[src/rtl/mem2reg_pkg.sv]
// Shared types and default sizes for the memory-to-register block loader.
package mem2reg_pkg;
  localparam int DATA_W_DEF = 4;
  localparam int ADDR_W_DEF = 4;
  localparam int NREG_DEF   = 8;
  localparam int REG_IDX_W  = 3;

  typedef enum logic [1:0] {
    IDLE  = 2'd0,
    ISSUE = 2'd1,
    DRAIN = 2'd2,
    FIN   = 2'd3
  } state_e;
endpackage

[src/rtl/mem2reg_loader_rd_lat_pipe.sv]
// Valid+tag delay line matching the memory read latency; the output stage
// flags the cycle in which mem_douta belongs to the tagged register.
module rd_lat_pipe #(
  parameter int RD_LAT = 1,
  parameter int TAG_W  = 3
) (
  input  logic             clk,
  input  logic             rst_n,
  input  logic             in_vld,
  input  logic [TAG_W-1:0] in_tag,
  output logic             out_vld,
  output logic [TAG_W-1:0] out_tag
);
  logic [RD_LAT-1:0] vld;
  logic [TAG_W-1:0]  tag [RD_LAT];

  always_ff @(posedge clk or negedge rst_n) begin
    if (!rst_n) begin
      vld <= '0;
      for (int i = 0; i < RD_LAT; i++) tag[i] <= '0;
    end else begin
      vld[0] <= in_vld;
      tag[0] <= in_tag;
      for (int i = 1; i < RD_LAT; i++) begin
        vld[i] <= vld[i-1];
        tag[i] <= tag[i-1];
      end
    end
  end

  assign out_vld = vld[RD_LAT-1];
  assign out_tag = tag[RD_LAT-1];
endmodule

[src/rtl/mem2reg_loader.sv]
// Block-read engine: copies `count` consecutive memory words into an
// 8-entry register file, compensating for a fixed memory read latency.
module mem2reg_loader
  import mem2reg_pkg::*;
#(
  parameter int DATA_W = DATA_W_DEF,
  parameter int ADDR_W = ADDR_W_DEF,
  parameter int NREG   = NREG_DEF,
  parameter int RD_LAT = 1
) (
  input  logic                 clk,
  input  logic                 rst_n,
  input  logic                 start,
  input  logic [ADDR_W-1:0]    base_addr,
  input  logic [REG_IDX_W-1:0] dst_reg,
  input  logic [3:0]           count,
  output logic                 busy,
  output logic                 done,
  output logic                 mem_ena,
  output logic                 mem_wea,
  output logic [ADDR_W-1:0]    mem_addra,
  input  logic [DATA_W-1:0]    mem_douta,
  input  logic [REG_IDX_W-1:0] rd_sel,
  output logic [DATA_W-1:0]    rd_data,
  output state_e               state_dbg
);
  localparam logic [1:0] DRAIN_INIT = 2'(RD_LAT - 1);

  // Handshake: start is a one-cycle request honoured only in IDLE; done is a
  // one-cycle completion pulse; busy covers every cycle a write may still land.
  state_e               state;
  logic [ADDR_W-1:0]    addr;
  logic [REG_IDX_W-1:0] reg_idx;
  logic [REG_IDX_W-1:0] issue_tag;
  logic [3:0]           remain;
  logic [1:0]           drain_cnt;
  logic                 wr_vld;
  logic [REG_IDX_W-1:0] wr_tag;
  logic [DATA_W-1:0]    regs [NREG];

  always_ff @(posedge clk or negedge rst_n) begin
    if (!rst_n) begin
      state     <= IDLE;
      busy      <= 1'b0;
      done      <= 1'b0;
      mem_ena   <= 1'b0;
      mem_addra <= '0;
      issue_tag <= '0;
      addr      <= '0;
      reg_idx   <= '0;
      remain    <= '0;
      drain_cnt <= '0;
    end else begin
      case (state)
        IDLE: begin
          if (start) begin
            if (count != 4'd0) begin
              mem_ena   <= 1'b1;
              mem_addra <= base_addr;
              issue_tag <= dst_reg;
              addr      <= base_addr + 1'b1;
              reg_idx   <= dst_reg + 1'b1;
              remain    <= count - 1'b1;
              busy      <= 1'b1;
              state     <= ISSUE;
            end else begin
              done  <= 1'b1;
              state <= FIN;
            end
          end
        end
        ISSUE: begin
          // remain counts issues still owed after the one on the bus now
          if (remain == 4'd0) begin
            mem_ena   <= 1'b0;
            drain_cnt <= DRAIN_INIT;
            state     <= DRAIN;
          end else begin
            mem_addra <= addr;
            issue_tag <= reg_idx;
            addr      <= addr + 1'b1;
            reg_idx   <= reg_idx + 1'b1;
            remain    <= remain - 1'b1;
          end
        end
        DRAIN: begin
          if (drain_cnt == 2'd0) begin
            busy  <= 1'b0;
            done  <= 1'b1;
            state <= FIN;
          end else begin
            drain_cnt <= drain_cnt - 1'b1;
          end
        end
        FIN: begin
          done  <= 1'b0;
          state <= IDLE;
        end
        default: state <= IDLE;
      endcase
    end
  end

  rd_lat_pipe #(
    .RD_LAT (RD_LAT),
    .TAG_W  (REG_IDX_W)
  ) u_pipe (
    .clk     (clk),
    .rst_n   (rst_n),
    .in_vld  (mem_ena),
    .in_tag  (issue_tag),
    .out_vld (wr_vld),
    .out_tag (wr_tag)
  );

  always_ff @(posedge clk or negedge rst_n) begin
    if (!rst_n) begin
      for (int i = 0; i < NREG; i++) regs[i] <= '0;
    end else if (wr_vld) begin
      regs[wr_tag] <= mem_douta;
    end
  end

  assign rd_data   = regs[rd_sel];
  assign mem_wea   = 1'b0;
  assign state_dbg = state;
endmodule
[config.mk]
export PLATFORM = sky130hd
export DESIGN_NAME = mem2reg_loader
export DESIGN_NICKNAME = d
export VERILOG_FILES = /design/src/rtl/mem2reg_pkg.sv /design/src/rtl/mem2reg_loader_rd_lat_pipe.sv /design/src/rtl/mem2reg_loader.sv
export SDC_FILE = /design/constraint.sdc
export NUM_CORES = 1
export LEC_CHECK = 0
export CAP_MARGIN = 20
export CORE_MARGIN = 5
export CORE_UTILIZATION = 50
export DETAILED_ROUTE_END_ITERATION = 16
export GPL_TIMING_DRIVEN = 0
export HOLD_SLACK_MARGIN = 0.03
export PLACE_DENSITY_LB_ADDON = 0.15
export SLEW_MARGIN = 30
export SYNTH_ARGS = -nofsm -noshare
export SYNTH_HDL_FRONTEND = slang
export SYNTH_HIERARCHICAL = 1
export SYNTH_SLANG_ARGS = --single-unit
[constraint.sdc]
create_clock -name clk -period 3.1 [get_ports clk]
set_input_delay 0.465 -clock clk [delete_from_list [all_inputs] [get_ports clk]]
set_output_delay 0.465 -clock clk [all_outputs]
set_load 0.01 [all_outputs]
* After elaboration in Yosys (flattened, before gate mapping)
Cells that the tools add are included.
Storage, ports and cells: flip-flop bits (word level) 61, bits in latches 0, bits in writable memories 0, memory bits (read-only) 0, input port bits 21, output and inout port bits 14, memories kept 0
Operators by class: add/subtract/negate cells 7, $mul 0, divide/modulo/power cells 0, magnitude comparators 3, eq/ne operators 10, shift-type cells 0, muxes and demuxes 44, bitwise gates (word level) 2, reductions and logical operators 15
Operators with widths (number):
- two-way mux 4 bit | 12
- bitwise mux 32 bit | 1
- case mux 4 bit (2 select lines) | 3
- two-way mux 3 bit | 6
- AND reduction 4 bit | 4
- inequality test 2 bit (second input constant) | 7
- binary-select mux 4 bit (select 3 bit) | 1
- demux 4 bit (select 3 bit) | 1
- two-way mux 2 bit | 6
- case mux 3 bit (2 select lines) | 2
- adder 4 x 1 -> 4 bit (second input constant) | 2
- >= comparator 4 bit (second input constant) | 2
- inverter 3 -> 4 bit | 2
- case mux 2 bit (4 select lines) | 1
- subtractor 4 x 1 -> 4 bit (second input constant) | 2
- two-way mux 1 bit | 7
- adder 3 x 1 -> 3 bit (second input constant) | 2
- AND reduction 3 bit | 2
- nonzero test 2 bit | 3
- == test 2 bit (second input constant) | 2
- zero test 2 bit | 2
- zero test 4 bit | 1
- < comparator 4 x 1 -> 1 bit (second input constant) | 1
- case mux 1 bit (2 select lines) | 2
- 7 further kinds | 7

* Depth between registers and ports, before layout
depth after elaboration 6, depth in mapped cells 11

* By module
The synthesis kept the hierarchy.
By module, submodules not included:
- mem2reg_loader | times used 1, cells an instance 253, area an instance 3110.5 um^2, sequential area each 1426.4 um^2
- rd_lat_pipe | times used 1, cells an instance 4, area an instance 100.1 um^2, sequential area each 100.1 um^2

* Worst setup path after synthesis
OpenSTA, ideal clock, no wires.
kind register to register, start register state[1], in the netlist state_dbg[1], end register remain[2], arrival time 2.237 ns, required time 2.979 ns, path slack 0.742 ns, cell stages (with the launch flop) 12, period minus slack after synthesis 2.358 ns, cell sequence dfrtp_1 > inv_1 > ha_1 > clkbuf_2 > buf_2 > buf_1 > mux2i_1 > ha_1 > xor2_1 > nor2_1 > o21ai_0 > a22o_1
On the way: cells in the longest elaborated chain, start to end 3, elaborated cells between the ends (all ways) 8
RTL lines:
- from (decl) | line mem2reg_loader.sv:31 | state_e state;
- from (signal assigned) | line mem2reg_loader.sv:43 | state <= IDLE;
- from (signal assigned) | line mem2reg_loader.sv:65 | state <= ISSUE;
- from (signal assigned) | line mem2reg_loader.sv:68 | state <= FIN;
- == test 2 x 1 -> 1 bit or zero test 2 bit (tied branches) | line mem2reg_loader.sv:54 | case (state)
- inequality test 2 bit (no line) or nonzero test 2 bit (tied branches)
- AND reduction 4 bit (no line)
- to (signal assigned) | line mem2reg_loader.sv:63 | remain <= count - 1'b1;
- to (signal assigned) | line mem2reg_loader.sv:83 | remain <= remain - 1'b1;
- to (decl) | line mem2reg_loader.sv:35 | logic [3:0] remain;
Parallel ways exist; a longest one is shown, timed or not. A chain may end at the register's enable or synchronous reset.

* Final worst setup path
Ends and elaborated chain as after synthesis.

==> summary.md <==
| Metric | Value |
|---|---|
| Outcome | complete, no violations |
| Post-Syn Area | 3210 sq um |
| R2R depth | 11 |
| Final Hold Vio Count | 0 |
| Worst Setup End Kind | register |
| Layout Skew | 0.00798 ns |
| Clk Latency, worst-skew pair | 0.34 ns |
| Sequential share of power | 35.4% |
| First-pass GRT wire length | 11.4 mm |
| CTS root buf | clkbuf_8 |
| Hold Path Depth | 0 |
| Hold WC Path Type | register to register |
| Reg clk slew, reported paths | 0.08 ns |
| DR WL/cell | 17.5 microns |
| Max VDD drop | 590 uV |
| Synth area leader | dfrtp_1 |
| Pwr Density | 1060 nW/um^2 |
| Worst Setup Path Type | register to register |
| Worst path cell trace | inv_1, ha_1, clkbuf_2, buf_2, buf_1, mux2i_1, ha_1, xor2_1, nor3_1, o21ai_0, a22o_1 |
| Gr usage total | 17.4% |
| CTS tree | built |
| Commonest cells in the netlist | 61 x dfrtp_1, 46 x mux2_2, 12 x nor2_1 |
| Layout cells sized above 1 | 28.1% |
| Switch share | 34.5% |
| Avg Vias per Cell | 5.75 |
| Syn-to-layout area delta | 21.5% |
| Synth warn | 6 |
| ANT cells | 0 |
| Synth Net Count | 286 |
| Final setup fails | 0 |
| First-pass DRT Iterations | 4 |
| Most numerous cell in the Yosys netlist | dfrtp_1 |
| Worst Path Max Fanout | 10 |
| Max cap viols | 0 |
| Slew @ Worst Pin | 0.831 ns |
| Avg Inst Size Synth | 12.5 sq um |
| WL final | 6.69 mm |
| Initial DRC Count | 87 |
| Post-route minimum period | 2.76 ns |
| Via count | 2203 |
| Antenna violations before repair | 0 |
| Fin area | 3900 sq um |
| Seq/Total Area, Yosys | 47.5% |
| Largest cells by area after synthesis | dfrtp_1 48%, mux2_2 16%, mux4_2 5.6%, ha_1 3.1%, mux2i_1 1.9% |
| Top FF cell, synth | dfrtp_1 |
| Die Y | 90.1 microns |
| CTS Buf Count | 9 |
| Starting density of the core | 50.9% |
| Relative slew slack | 44.2% |
| I/O Pins | 35 |
| Vias in the first global route | 2291 |
| Unrepaired setup endpoints after global routing | no |
| CP Depth | 11 |
| Number of synthesized flops with an enable pin | 0 |
| Dpl cells | 366 |
| Rows | 29 |
| Dpl cell area | 3640 sq um |
| Cell-internal power | 2720 uW |
| Cts repair resizes | 0 |
| Final period util | 88.9% |
| Total Nets Final | 330 |
| Worst hold margin | 0.377 ns |
| Clock sink total | 61 |
| Power Total | 4150 uW |
| Crit path launch type | register |
| GRT overflow | 0 |
| Post-route ant nets | 0 |
| Fin cells | 383 |
| Most common cell on crit path | ha_1 |
| H-tree levels | 3 |
| Post-synth cell types | 51 |
| Pleak | 0.00160 uW |
| Worst Path Required | 3.39 ns |
| Clock Path Buffers | 2 |
| Clock share of power | 21.1% |
| Largest net degree at the start of global routing | 45 |
| Die span in x | 90.1 microns |
| Buf+Inv Stages, Crit Path | 4 |
| CP max-delay cell | buf_1 |
| Slew Limit Fails | 0 |
| Die footprint | 8120 sq um |
| Combinational Power Share | 43.5% |
| CP top delay family | buffers and inverters |
| Fmax | 363 MHz |
| Routability cong. | 0.825 |
| #FFs+latches synth | 61 |
| Buffers on Ports | 31 |
| DRC errors left | 0 |
| Core area | 6310 sq um |
| Ys async rst share | 100% |
| Psw | 1430 uW |
| Crit-path max cell delay | 0.51 ns |
| Crit path arrival time | 3.04 ns |
| Top cell type's share of synthesized area | 47.5% |
| Cells after synthesis | 257 |
| Dpl hpwl | 4.69 mm |
registers in the layout, summed over array words and instances (netlist names), 2 cells and up:
register        cells
regs               32
addr                4
issue_tag           3
mem_addra           4
remain              4
reg_idx             3
state_dbg           2
u_pipe/out_tag      3
drain_cnt           2
power by group through the flow:
| stage | clock (uW) | combinational [uW] | sequential, uW |
|---|---|---|---|
| floorplan | 0 | 1300 | 1440 |
| global placement | 0 | 1780 | 1470 |
| detailed placement | 0 | 1810 | 1490 |
| CTS | 893 | 1820 | 1470 |
| global route | 926 | 1980 | 1530 |
| finish | 873 | 1800 | 1470 |
per-stage QoR:
stage | setup TNS (ns) | util [%] | setup WS, ns
floorplan | 0 | - | 0.742
global placement | -24.91 | 57.3 | -0.413
detailed placement | 0 | 57.7 | 0.321
CTS | 0 | 61.8 | 0.307
global route | 0 | 61.8 | 0.0372
finish | 0 | 61.8 | 0.345
layout make-up:
| class | instances | area, sq um |
|---|---|---|
| Sequential cell | 61 | 1530 |
| Buffer | 11 | 61.3 |
| Fill cell | 523 | 2410 |
| Clock buffer | 9 | 124 |
| Inverter | 10 | 37.5 |
| Clock inverter | 7 | 124 |
| Multi-Input combinational cell | 175 | 1590 |
| Tap cell | 77 | 96.3 |
| Timing Repair Buffer | 33 | 345 |
metal layers:
metal	GRT usage [%]	up-vias	wire, microns	part of all wire [%]
li1	-	1045	-	-
met1	22.0	1089	2910	43
met2	28.4	60	3370	50
met3	3.76	9	305	4.6
met4	8.19	0	110	1.6
met5	0	-	0	0
repair_timing:
action                                 CTS  global route
endpoints found under the hold margin   17             0
hold buffers                             1             0
setup buffers                            0             0
worst paths after layout:
kind / from / end / slack, ns
setup / recovery: state_dbg[1]$_DFFE_PN0P_ / remain[2]$_DFFE_PN0P_ / 0.34
hold / removal: issue_tag[1]$_DFFE_PN0P_ / u_pipe/out_tag[1]$_DFF_PN0_ / 0.38
setup reg to reg: state_dbg[1]$_DFFE_PN0P_ / remain[2]$_DFFE_PN0P_ / 0.34
hold reg to reg: issue_tag[1]$_DFFE_PN0P_ / u_pipe/out_tag[1]$_DFF_PN0_ / 0.38
max in group asynchronous: rst_n / state_dbg[1]$_DFFE_PN0P_ / 2.07
min in group asynchronous: rst_n / regs[0]$_DFFE_PN0P_ / 0.54
cell usage in the layout, fill, tap and decap left out, types with 3 or more instances in the layout:
master / instances
dfrtp_1: 61
mux2_2: 46
clkdlybuf4s50_1: 30
nor2_1: 12
o21ai_0: 11
a21oi_1: 11
inv_1: 10
nand2_1: 10
clkbuf_8: 9
mux4_2: 8
nor3_1: 8
ha_1: 8
mux2i_1: 6
nand2b_1: 4
nand4b_1: 4
buf_2: 3
clkbuf_1: 3
nand4_1: 3
buf_4: 3
xor2_1: 3
a22o_1: 3
o21a_1: 3
clkinv_4: 3
bufinv_16: 3
kinds of logic (layout without fill, tap and decap cells):
family                     count (synthesis)  after routing  share of synthesized area, %
adders and majority gates                  8              8                          3.12
xor gates and xnor gates                   3              3                         0.819
AOI/OAI and AO/OA                         45             45                          10.6
DFF                                       61             61                          47.5
other                                      1              1                         0.117
and+or+nand+nor                           58             58                          11.1
buffers and inverters                     21             70                          3.08
muxes                                     60             60                          23.6
(Power assumes the default switching activity.)
